<file path="config.mk">
export PLATFORM = sky130hd
export DESIGN_NAME = pe_config_sequencer
export DESIGN_NICKNAME = d
export VERILOG_FILES = /design/src/rtl/pe_config_sequencer_pkg.sv /design/src/rtl/pe_config_sequencer_ctx_mem.sv /design/src/rtl/pe_config_sequencer.sv
export SDC_FILE = /design/constraint.sdc
export NUM_CORES = 1
export LEC_CHECK = 0
export ABC_CLOCK_PERIOD_IN_PS = 2770
export CAP_MARGIN = 20
export CORE_MARGIN = 2
export CORE_UTILIZATION = 50
export DETAILED_ROUTE_END_ITERATION = 6
export PLACE_DENSITY = 0.72
export SLEW_MARGIN = 25
export SYNTH_ARGS = -nofsm -noshare
export SYNTH_HDL_FRONTEND = slang
export SYNTH_SLANG_ARGS = --single-unit
export TNS_END_PERCENT = 50
</file>
<file path="constraint.sdc">
create_clock -name clk -period 2.77 [get_ports clk]
set_input_delay 0.554 -clock clk [delete_from_list [all_inputs] [get_ports clk]]
set_output_delay 0.554 -clock clk [all_outputs]
set_load 0.01 [all_outputs]
</file>
<file path="src/rtl/pe_config_sequencer_pkg.sv">
// Shared constants, config-word field layout and FSM encoding for pe_config_sequencer.
// No logic; imported by the sequencer top and its context memory.
package pe_config_sequencer_pkg;

  localparam int CFG_WORD_W = 7;

  localparam int OP_MSB  = 6;
  localparam int OP_LSB  = 4;
  localparam int RHS_MSB = 3;
  localparam int RHS_LSB = 2;
  localparam int LHS_MSB = 1;
  localparam int LHS_LSB = 0;

  typedef struct packed {
    logic [OP_MSB-OP_LSB:0]   op;
    logic [RHS_MSB-RHS_LSB:0] rhs;
    logic [LHS_MSB-LHS_LSB:0] lhs;
  } cfg_t;

  typedef enum logic [1:0] {
    ST_IDLE  = 2'd0,
    ST_CLEAR = 2'd1,
    ST_RUN   = 2'd2,
    ST_DONE  = 2'd3
  } state_t;

  // Index width for an n-entry table; never below one bit.
  function automatic int idx_w(input int n);
    return (n > 1) ? $clog2(n) : 1;
  endfunction

endpackage

</file>
<file path="src/rtl/pe_config_sequencer_ctx_mem.sv">
// Per-PE, per-context config register file: one write port, NUM_PE parallel reads of one context.
// Read is combinational from the stored flops; write lands on the next clock edge.
module pe_config_sequencer_ctx_mem
  import pe_config_sequencer_pkg::*;
#(
  parameter int NUM_PE  = 4,
  parameter int NUM_CTX = 8,
  parameter int CFG_W   = CFG_WORD_W,
  parameter int PE_W    = idx_w(NUM_PE),
  parameter int CTX_W   = idx_w(NUM_CTX)
) (
  input  logic                    clk,
  input  logic                    reset_n,
  input  logic                    wr_en,
  input  logic [PE_W-1:0]         wr_pe,
  input  logic [CTX_W-1:0]        wr_ctx,
  input  logic [CFG_W-1:0]        wr_dat,
  input  logic [CTX_W-1:0]        rd_ctx,
  output logic [NUM_PE*CFG_W-1:0] rd_dat
);

  logic [CFG_W-1:0] mem_q [NUM_PE][NUM_CTX];
  logic [CFG_W-1:0] mem_d [NUM_PE][NUM_CTX];

  always_comb begin
    mem_d = mem_q;
    if (wr_en) begin
      mem_d[wr_pe][wr_ctx] = wr_dat;
    end
  end

  always_ff @(posedge clk or negedge reset_n) begin
    if (!reset_n) begin
      for (int p = 0; p < NUM_PE; p++) begin
        for (int c = 0; c < NUM_CTX; c++) begin
          mem_q[p][c] <= '0;
        end
      end
    end else begin
      mem_q <= mem_d;
    end
  end

  always_comb begin
    rd_dat = '0;
    for (int p = 0; p < NUM_PE; p++) begin
      rd_dat[p*CFG_W +: CFG_W] = mem_q[p][rd_ctx];
    end
  end

endmodule

</file>
<file path="src/rtl/pe_config_sequencer.sv">
// Loads per-PE context words, then clears the PE accumulators and replays contexts 0..run_last
// for the requested number of iterations; all outputs except cfg_ready are registered.
module pe_config_sequencer
  import pe_config_sequencer_pkg::*;
#(
  parameter int NUM_PE  = 4,
  parameter int NUM_CTX = 8,
  parameter int CFG_W   = CFG_WORD_W,
  parameter int PE_W    = idx_w(NUM_PE),
  parameter int CTX_W   = idx_w(NUM_CTX)
) (
  input  logic                    clk,
  input  logic                    reset_n,
  input  logic                    cfg_valid,
  output logic                    cfg_ready,
  input  logic [PE_W-1:0]         cfg_pe,
  input  logic [CTX_W-1:0]        cfg_ctx,
  input  logic [CFG_W-1:0]        cfg_word,
  input  logic                    start,
  input  logic [CTX_W-1:0]        run_last,
  input  logic [7:0]              iterations,
  input  logic                    abort,
  output logic [NUM_PE*CFG_W-1:0] pex_config,
  output logic                    pe_clear,
  output logic                    busy,
  output logic                    done
);

  state_t                    state_q, state_d;
  logic [CTX_W-1:0]          ctx_q, ctx_d;
  logic [CTX_W-1:0]          run_last_q, run_last_d;
  logic [7:0]                iter_q, iter_d;
  logic [7:0]                iter_last_q, iter_last_d;
  logic [NUM_PE*CFG_W-1:0]   pex_config_q, pex_config_d;
  logic                      pe_clear_q, pe_clear_d;
  logic                      busy_q, busy_d;
  logic                      done_q, done_d;

  logic                      wr_en;
  logic [NUM_PE*CFG_W-1:0]   rd_dat;

  assign cfg_ready = (state_q == ST_IDLE);
  // Out-of-range targets still handshake; the word is simply not stored.
  assign wr_en = cfg_valid && cfg_ready
                 && (int'(cfg_pe) < NUM_PE) && (int'(cfg_ctx) < NUM_CTX);

  pe_config_sequencer_ctx_mem #(
    .NUM_PE  (NUM_PE),
    .NUM_CTX (NUM_CTX),
    .CFG_W   (CFG_W),
    .PE_W    (PE_W),
    .CTX_W   (CTX_W)
  ) u_ctx_mem (
    .clk     (clk),
    .reset_n (reset_n),
    .wr_en   (wr_en),
    .wr_pe   (cfg_pe),
    .wr_ctx  (cfg_ctx),
    .wr_dat  (cfg_word),
    .rd_ctx  (ctx_d),
    .rd_dat  (rd_dat)
  );

  always_comb begin
    state_d      = state_q;
    ctx_d        = ctx_q;
    iter_d       = iter_q;
    run_last_d   = run_last_q;
    iter_last_d  = iter_last_q;
    pex_config_d = pex_config_q;
    unique case (state_q)
      ST_IDLE: begin
        if (start) begin
          state_d     = ST_CLEAR;
          run_last_d  = run_last;
          iter_last_d = (iterations == 8'd0) ? 8'd0 : iterations - 8'd1;
          ctx_d       = '0;
          iter_d      = '0;
        end
      end
      ST_CLEAR: begin
        if (abort) begin
          state_d      = ST_IDLE;
          pex_config_d = '0;
        end else begin
          state_d      = ST_RUN;
          ctx_d        = '0;
          iter_d       = '0;
          pex_config_d = rd_dat;
        end
      end
      ST_RUN: begin
        if (abort) begin
          state_d      = ST_IDLE;
          pex_config_d = '0;
        end else if (ctx_q == run_last_q) begin
          if (iter_q == iter_last_q) begin
            // Final context stays on the bus through DONE and beyond.
            state_d = ST_DONE;
          end else begin
            ctx_d        = '0;
            iter_d       = iter_q + 8'd1;
            pex_config_d = rd_dat;
          end
        end else begin
          ctx_d        = ctx_q + CTX_W'(1);
          pex_config_d = rd_dat;
        end
      end
      ST_DONE: begin
        state_d = ST_IDLE;
      end
      default: begin
        state_d = ST_IDLE;
      end
    endcase
    pe_clear_d = (state_d == ST_CLEAR);
    done_d     = (state_d == ST_DONE);
    busy_d     = (state_d != ST_IDLE);
  end

  always_ff @(posedge clk or negedge reset_n) begin
    if (!reset_n) begin
      state_q      <= ST_IDLE;
      ctx_q        <= '0;
      iter_q       <= '0;
      run_last_q   <= '0;
      iter_last_q  <= '0;
      pex_config_q <= '0;
      pe_clear_q   <= 1'b0;
      busy_q       <= 1'b0;
      done_q       <= 1'b0;
    end else begin
      state_q      <= state_d;
      ctx_q        <= ctx_d;
      iter_q       <= iter_d;
      run_last_q   <= run_last_d;
      iter_last_q  <= iter_last_d;
      pex_config_q <= pex_config_d;
      pe_clear_q   <= pe_clear_d;
      busy_q       <= busy_d;
      done_q       <= done_d;
    end
  end

  assign pex_config = pex_config_q;
  assign pe_clear   = pe_clear_q;
  assign busy       = busy_q;
  assign done       = done_q;

endmodule

</file>
# Word-level counts from Yosys, hierarchy flattened
# Cells that the tools add are included.
word_totals:
  elab_cells: 117
  input_bits: 28
  output_inout_bits: 32
  reg_bits: 279
classes:
  bitwise: 3
  reduce_logical: 11
  n_eq_ne: 13
  n_mux: 41
  n_addsub: 3
  n_lt_le_gt_ge: 5
op_table:
  columns: ["op", "count"]
  rows:
  - ["224-bit bitwise mux", 1]
  - ["56-bit demux with 2-bit select", 1]
  - ["28-bit two-way mux", 4]
  - ["7-bit binary-select mux with 3-bit select", 4]
  - ["7-bit two-way mux", 9]
  - ["56-bit two-way mux", 1]
  - ["28-bit case mux with 2 select lines", 1]
  - ["8-bit two-way mux", 6]
  - ["8-bit case mux with 3 select lines", 1]
  - ["7-bit demux with 3-bit select", 1]
  - ["3-bit two-way mux", 5]
  - ["2-bit two-way mux", 5]
  - ["3-bit case mux with 3 select lines", 1]
  - ["8-bit by 1-bit adder with 8-bit output (second input constant)", 1]
  - ["8-bit equality test", 1]
  - ["4-bit greater-or-equal comparator (second input constant)", 2]
  - ["8-bit logical NOT", 1]
  - ["2-bit != test (second input constant)", 4]
  - ["3-bit NOT with 4-bit output", 2]
  - ["2-bit case mux with 4 select lines", 1]
  - ["8-bit by 1-bit subtractor with 8-bit output (second input constant)", 1]
  - ["2-bit equality test (second input constant)", 3]
  - ["6-bit AND reduction", 1]
  - ["2-bit by 1-bit equality test with 1-bit output (second input constant)", 2]
  - ["other kinds (13)", 17]

# Logic depth before layout (Yosys ltp)
logic_depth:
  word_depth: 13
  ltp_mapped: 13
  ltp_nobuf: 10

# By module
# From an unflattened synthesis, not the netlist that was laid out.
hier_totals:
  hier_cells: 882
  area_unflattened_um2: 13086.3
modules_own_cells:
  columns: ["mod", "seq_area_each_um2", "instances", "area_each_um2", "cells_per_inst"]
  rows:
  - ["pe_config_sequencer_ctx_mem", 5605.4, 1, 10194.8, 624]
  - ["pe_config_sequencer", 1376.3, 1, 2891.5, 258]

# Worst setup path after synthesis
# OpenSTA, ideal clock, no wires.
synth_timing:
  kind: "reg-to-reg"
  from: "register state_q[0]"
  to: "register pex_config_q[11], in the netlist pex_config[11]"
  n_path_buf: 3
  synth_period_minus_slack_ns: 2.777
  path_slack_ns: -0.007
  setup_time_ns: 0.066
  stages_incl_launch_ff: 13
  arrival_time_ns: 2.711
  required_time_ns: 2.704
  path_cell_list: "dfrtp_1 > inv_1 > ha_1 > clkbuf_1 > nor2b_1 > a211o_1 > a211o_1 > o211ai_4 > or3b_1 > buf_2 > buf_6 > o221ai_2 > a31o_1"
synth_between:
  elab_chain_len: 10
  elab_cells_between_ends: 16
  cone_classes: "eq/ne: 3; mux: 9; bitwise: 1; reduce/logical: 3"
synth_lines:
  columns: ["item", "line", "text"]
  rows:
  - ["from (decl)", "pe_config_sequencer.sv:29", "state_t state_q, state_d;"]
  - ["from (signal assigned)", "pe_config_sequencer.sv:134", "state_q <= state_d;"]
  - ["2-bit logical NOT *", null, null]
  - ["via cfg_ready", "pe_config_sequencer.sv:15", "output logic cfg_ready,"]
  - ["3-bit case mux with 3 select lines *", "pe_config_sequencer.sv:71", "unique case (state_q)"]
  - ["3-bit NOT with 4-bit output (not written as such) *", "pe_config_sequencer_ctx_mem.sv:47", "rd_dat[p*CFG_W +: CFG_W] = mem_q[p][rd_ctx];"]
  - ["7-bit binary-select mux with 3-bit select *", "pe_config_sequencer_ctx_mem.sv:47", null]
  - ["7-bit two-way mux (not written as such) * (2 in a row)", "pe_config_sequencer_ctx_mem.sv:47", null]
  - ["28-bit two-way mux", "pe_config_sequencer.sv:97", "if (iter_q == iter_last_q) begin"]
  - ["28-bit two-way mux", "pe_config_sequencer.sv:96", "end else if (ctx_q == run_last_q) begin"]
  - ["28-bit two-way mux", "pe_config_sequencer.sv:93", "if (abort) begin"]
  - ["28-bit case mux with 2 select lines *", "pe_config_sequencer.sv:71", null]
  - ["to (signal assigned)", "pe_config_sequencer.sv:139", "pex_config_q <= pex_config_d;"]
  - ["to (decl)", "pe_config_sequencer.sv:34", "logic [NUM_PE*CFG_W-1:0] pex_config_q, pex_config_d;"]
# The timed path passes the listed nets; every way through them passes the cells marked *. The select of a mux whose other input is x is not followed.
# A chain may end at the register's enable or synchronous reset.

# Final worst setup path
layout_timing:
  from: "register state_q[1]"
  to: "register pex_config_q[18], in the netlist pex_config[18]"
layout_between:
  elab_chain_len: 10
  elab_cells_between_ends: 16
  cone_classes: "eq/ne: 3; mux: 9; bitwise: 1; reduce/logical: 3"
layout_lines:
  columns: ["item", "line"]
  rows:
  - ["2-bit equality test (tied with other cells)", "pe_config_sequencer.sv:71"]
  - ["3-bit case mux with 3 select lines", "pe_config_sequencer.sv:71"]
  - ["3-bit NOT with 4-bit output (not written as such)", "pe_config_sequencer_ctx_mem.sv:47"]
  - ["7-bit binary-select mux with 3-bit select", "pe_config_sequencer_ctx_mem.sv:47"]
  - ["7-bit two-way mux (not written as such) (2 in a row)", "pe_config_sequencer_ctx_mem.sv:47"]
  - ["28-bit two-way mux", "pe_config_sequencer.sv:97"]
  - ["28-bit two-way mux", "pe_config_sequencer.sv:96"]
  - ["28-bit two-way mux", "pe_config_sequencer.sv:93"]
  - ["28-bit case mux with 2 select lines", "pe_config_sequencer.sv:71"]
# Parallel ways exist; a longest one is shown, timed or not. The select of a mux whose other input is x is not followed.

==> reports/metrics.cfg <==
[layout]
n_fill_cell=1965
final_util_pct=62.17
multiInputGateArea_um2=5720
final_cells=1550
final_nets=1232
regArea_um2=6985
antenna_cells=0
area_growth_pct=21.40
final_cell_area_um2=15750
drive_gt1_share_pct=33.93

[sta]
fin_crit_ns=2.676
worstMarginPinSlew_ns=0.5863
timing.slew.headroom_pct=60.91
setup-tns-final_ns=0
slew_viol_final=0
post-route-period-util_pct=96.62
report.final.hold_viol_count=0
setup_viol=0
rsz0062_at_grt=yes
finalClockSkew_ns=0.01257
fmax_mhz=373.6

[clock_tree]
clk_latency_ns=0.55
htree_levels=1
cts_buffers=29
cts_tree=yes
clk_path_buf_depth=3
cts_root_buffer=clkbuf_16
clk_pin_slew_worst_paths_ns=0.06
cts_sinks=279

[routing]
wl_per_cell_um=20.83
drc_errors=0
routed_wl_um=32290
drt_iter0_drc=730
dr.pass1.iters=5
postRouteAntennaNets=0
num_vias=9085
post_drt_via_cell_ratio=5.861

[worst_setup_path]
r2r_slack_ns=0.09
cp.arrival_ns=3.12
crit_fanout=12
critPathRequiredTime_ns=3.21
r2r_cells=12
critPathKind=reg2reg
end_kind=flip-flop
start_kind=flip-flop
worst_r2r_endpoint=pex_config[18]
r2r_start=state_q[1]

[synth]
netlist.area_leader.share_pct=53.82
synth_edf_count=0
yosys.area.top_type=dfrtp_1
yosys_warnings=0
syn_inst=1086
synthArstFlopShare_pct=100.0
synth-seq-area-share_pct=53.82
ys_ff_latch=279
synth.area.top_cells=dfrtp_1 54%, mux2_2 20%, nand2_1 4.5%
ys.flop_type=dfrtp_1
ys_types=53
syn_area_um2=12970
synth_nets=1121
avgSynthCellArea_um2=11.94

[die]
placementRows=58
die-area_um2=27250
dieWidth_um=165.1
core_area_um2=25330
pin_count=60
start_util_pct=51.22
fp.dieH_um=165.1

[worst_hold_path]
hp-class=in2async

[grt]
track_usage_pct=24.04
grt_pass1_vias=9125
antenna_found_initial=0
grt_first_pass_wirelength_um=50850
overflow=0
grt_max_degree=108

[placed_design]
numPortBuffers=59
gp_congestion=0.8362
dp_cells=1489
dp_hpwl_um=20500
placed_area_um2=14480

[pwr]
p_per_area_nw_per_um2=961.5
p_leak_uw=0.007099
ir_drop_mv=0.6202
finalPower_uw=15140

[run]
maxCapViolCount=0

[outcome]
outcome=completed

power by group:
| group | switching (uW) | total, uW | internal, uW |
|---|---|---|---|
| sequential | 813 | 6240 | 5430 |
| clock | 1630 | 4130 | 2490 |
| combinational | 2290 | 4780 | 2490 |
cell usage after synthesis, types with 3 or more instances:
master and n:
nor4b_2 3, clkbuf_1 57, nand3b_1 4, nor2b_1 4
xnor2_1 11, o21ai_0 28, a31o_1 17, o21ai_1 5
nand3_1 47, a211o_1 3, o21a_1 3, buf_2 8
nand2_1 157, inv_1 19, a31oi_1 10, mux2_2 225
mux2i_1 39, or3_1 4, o221ai_2 10, dfrtp_1 279
a21oi_1 3, nor3b_1 15, a32o_1 11, nor2_1 35
o211a_1 10, xor2_1 11, nor3_1 4, a211oi_1 13
o221ai_1 7, nand4_1 7, ha_1 7
placed cells by master (no fill, tap or decap), types with 7 or more instances in the layout:
| master | count |
|---|---|
| a211oi_1 | 12 |
| nand3_1 | 47 |
| a31o_1 | 17 |
| clkdlybuf4s50_1 | 58 |
| nor2_1 | 35 |
| inv_1 | 18 |
| xor2_1 | 11 |
| o211a_1 | 10 |
| o21ai_0 | 28 |
| a32o_1 | 11 |
| mux2i_1 | 28 |
| xnor2_1 | 11 |
| mux2i_2 | 10 |
| a31oi_1 | 10 |
| nand4_1 | 7 |
| mux2_2 | 225 |
| buf_4 | 67 |
| clkbuf_16 | 32 |
| nor3b_1 | 15 |
| buf_12 | 14 |
| dfrtp_1 | 276 |
| nand2_1 | 157 |
| o221ai_2 | 13 |
| clkinv_2 | 10 |
what timing repair did:
item                                    CTS  global route
setup buffers                             0             4
gates cloned                              0             3
hold buffers                              1             0
pin swaps                                 0             5
gates resized for setup                   1            38
hold endpoints to repair                 17             0
endpoints found under the setup margin    9            28
critical path, cell delays in order, from the launching register on:
cell      delay (ns)
dfrtp_2         0.44
buf_4           0.15
ha_1            0.22
nor2b_2         0.16
nand2_1         0.11
nor4_4          0.31
nor2_4          0.09
clkinv_4        0.15
buf_12          0.19
buf_12          0.16
mux2i_2         0.26
o221ai_2        0.12
a31o_1          0.19
layout make-up:
type	count	share of cell area (%)
clock buffer	36	5.030
clock inverter	18	1.422
inverter	22	0.5562
multi-input combinational	716	36.33
sequential	279	44.36
tap	330	2.622
timing repair buffer	149	9.678
registers in the layout (all words and copies together) (netlist names):
| register | cells |
|---|---|
| pe_clear | 1 |
| done | 1 |
| iter_q | 8 |
| state_q | 2 |
| run_last_q | 3 |
| iter_last_q | 8 |
| pex_config | 28 |
| busy | 1 |
| u_ctx_mem.mem_q | 224 |
| ctx_q | 3 |
worst max-delay path by stage:
stage	from	to	depth (start not counted)	slack (ns)
global route	state_q[1]	pex_config[19]	12	-0.04
CTS	ctx_q[2]	pex_config[9]	10	0.05
global placement	start	pex_config[26]	9	-0.13
detailed placement	start	pex_config[26]	9	-0.19
floorplan	state_q[0]	pex_config[11]	12	0.03
finish	state_q[1]	pex_config[18]	12	0.09
routing by layer:
metal	share of wire (%)	track usage, %
met1	44	33.43
met5	0	0
met3	5.1	3.347
met2	49	39.70
met4	2.2	6.798
logic make-up (layout without fill, tap and decap cells):
logic type	Yosys count	in the layout	synth area share (%)
xor+xnor	22	22	1.485
mux	264	264	22.54
flops	279	279	53.82
simple gates	294	294	10.57
fa+ha+maj	7	7	0.6752
compound gates	129	129	8.074
buf+inv	91	225	2.826
stage by stage:
stage	hold slack [ns]	setup WS, ns
2_1_floorplan	0.2584	0.02519
3_3_place_gp	0.4012	-0.1301
3_5_place_dp	0.4019	-0.1944
4_1_cts	0.4072	0.04742
5_1_grt	0.4281	-0.03860
6_report	0.4239	0.09355
No activity file was read; power rests on OpenSTA's default activity.
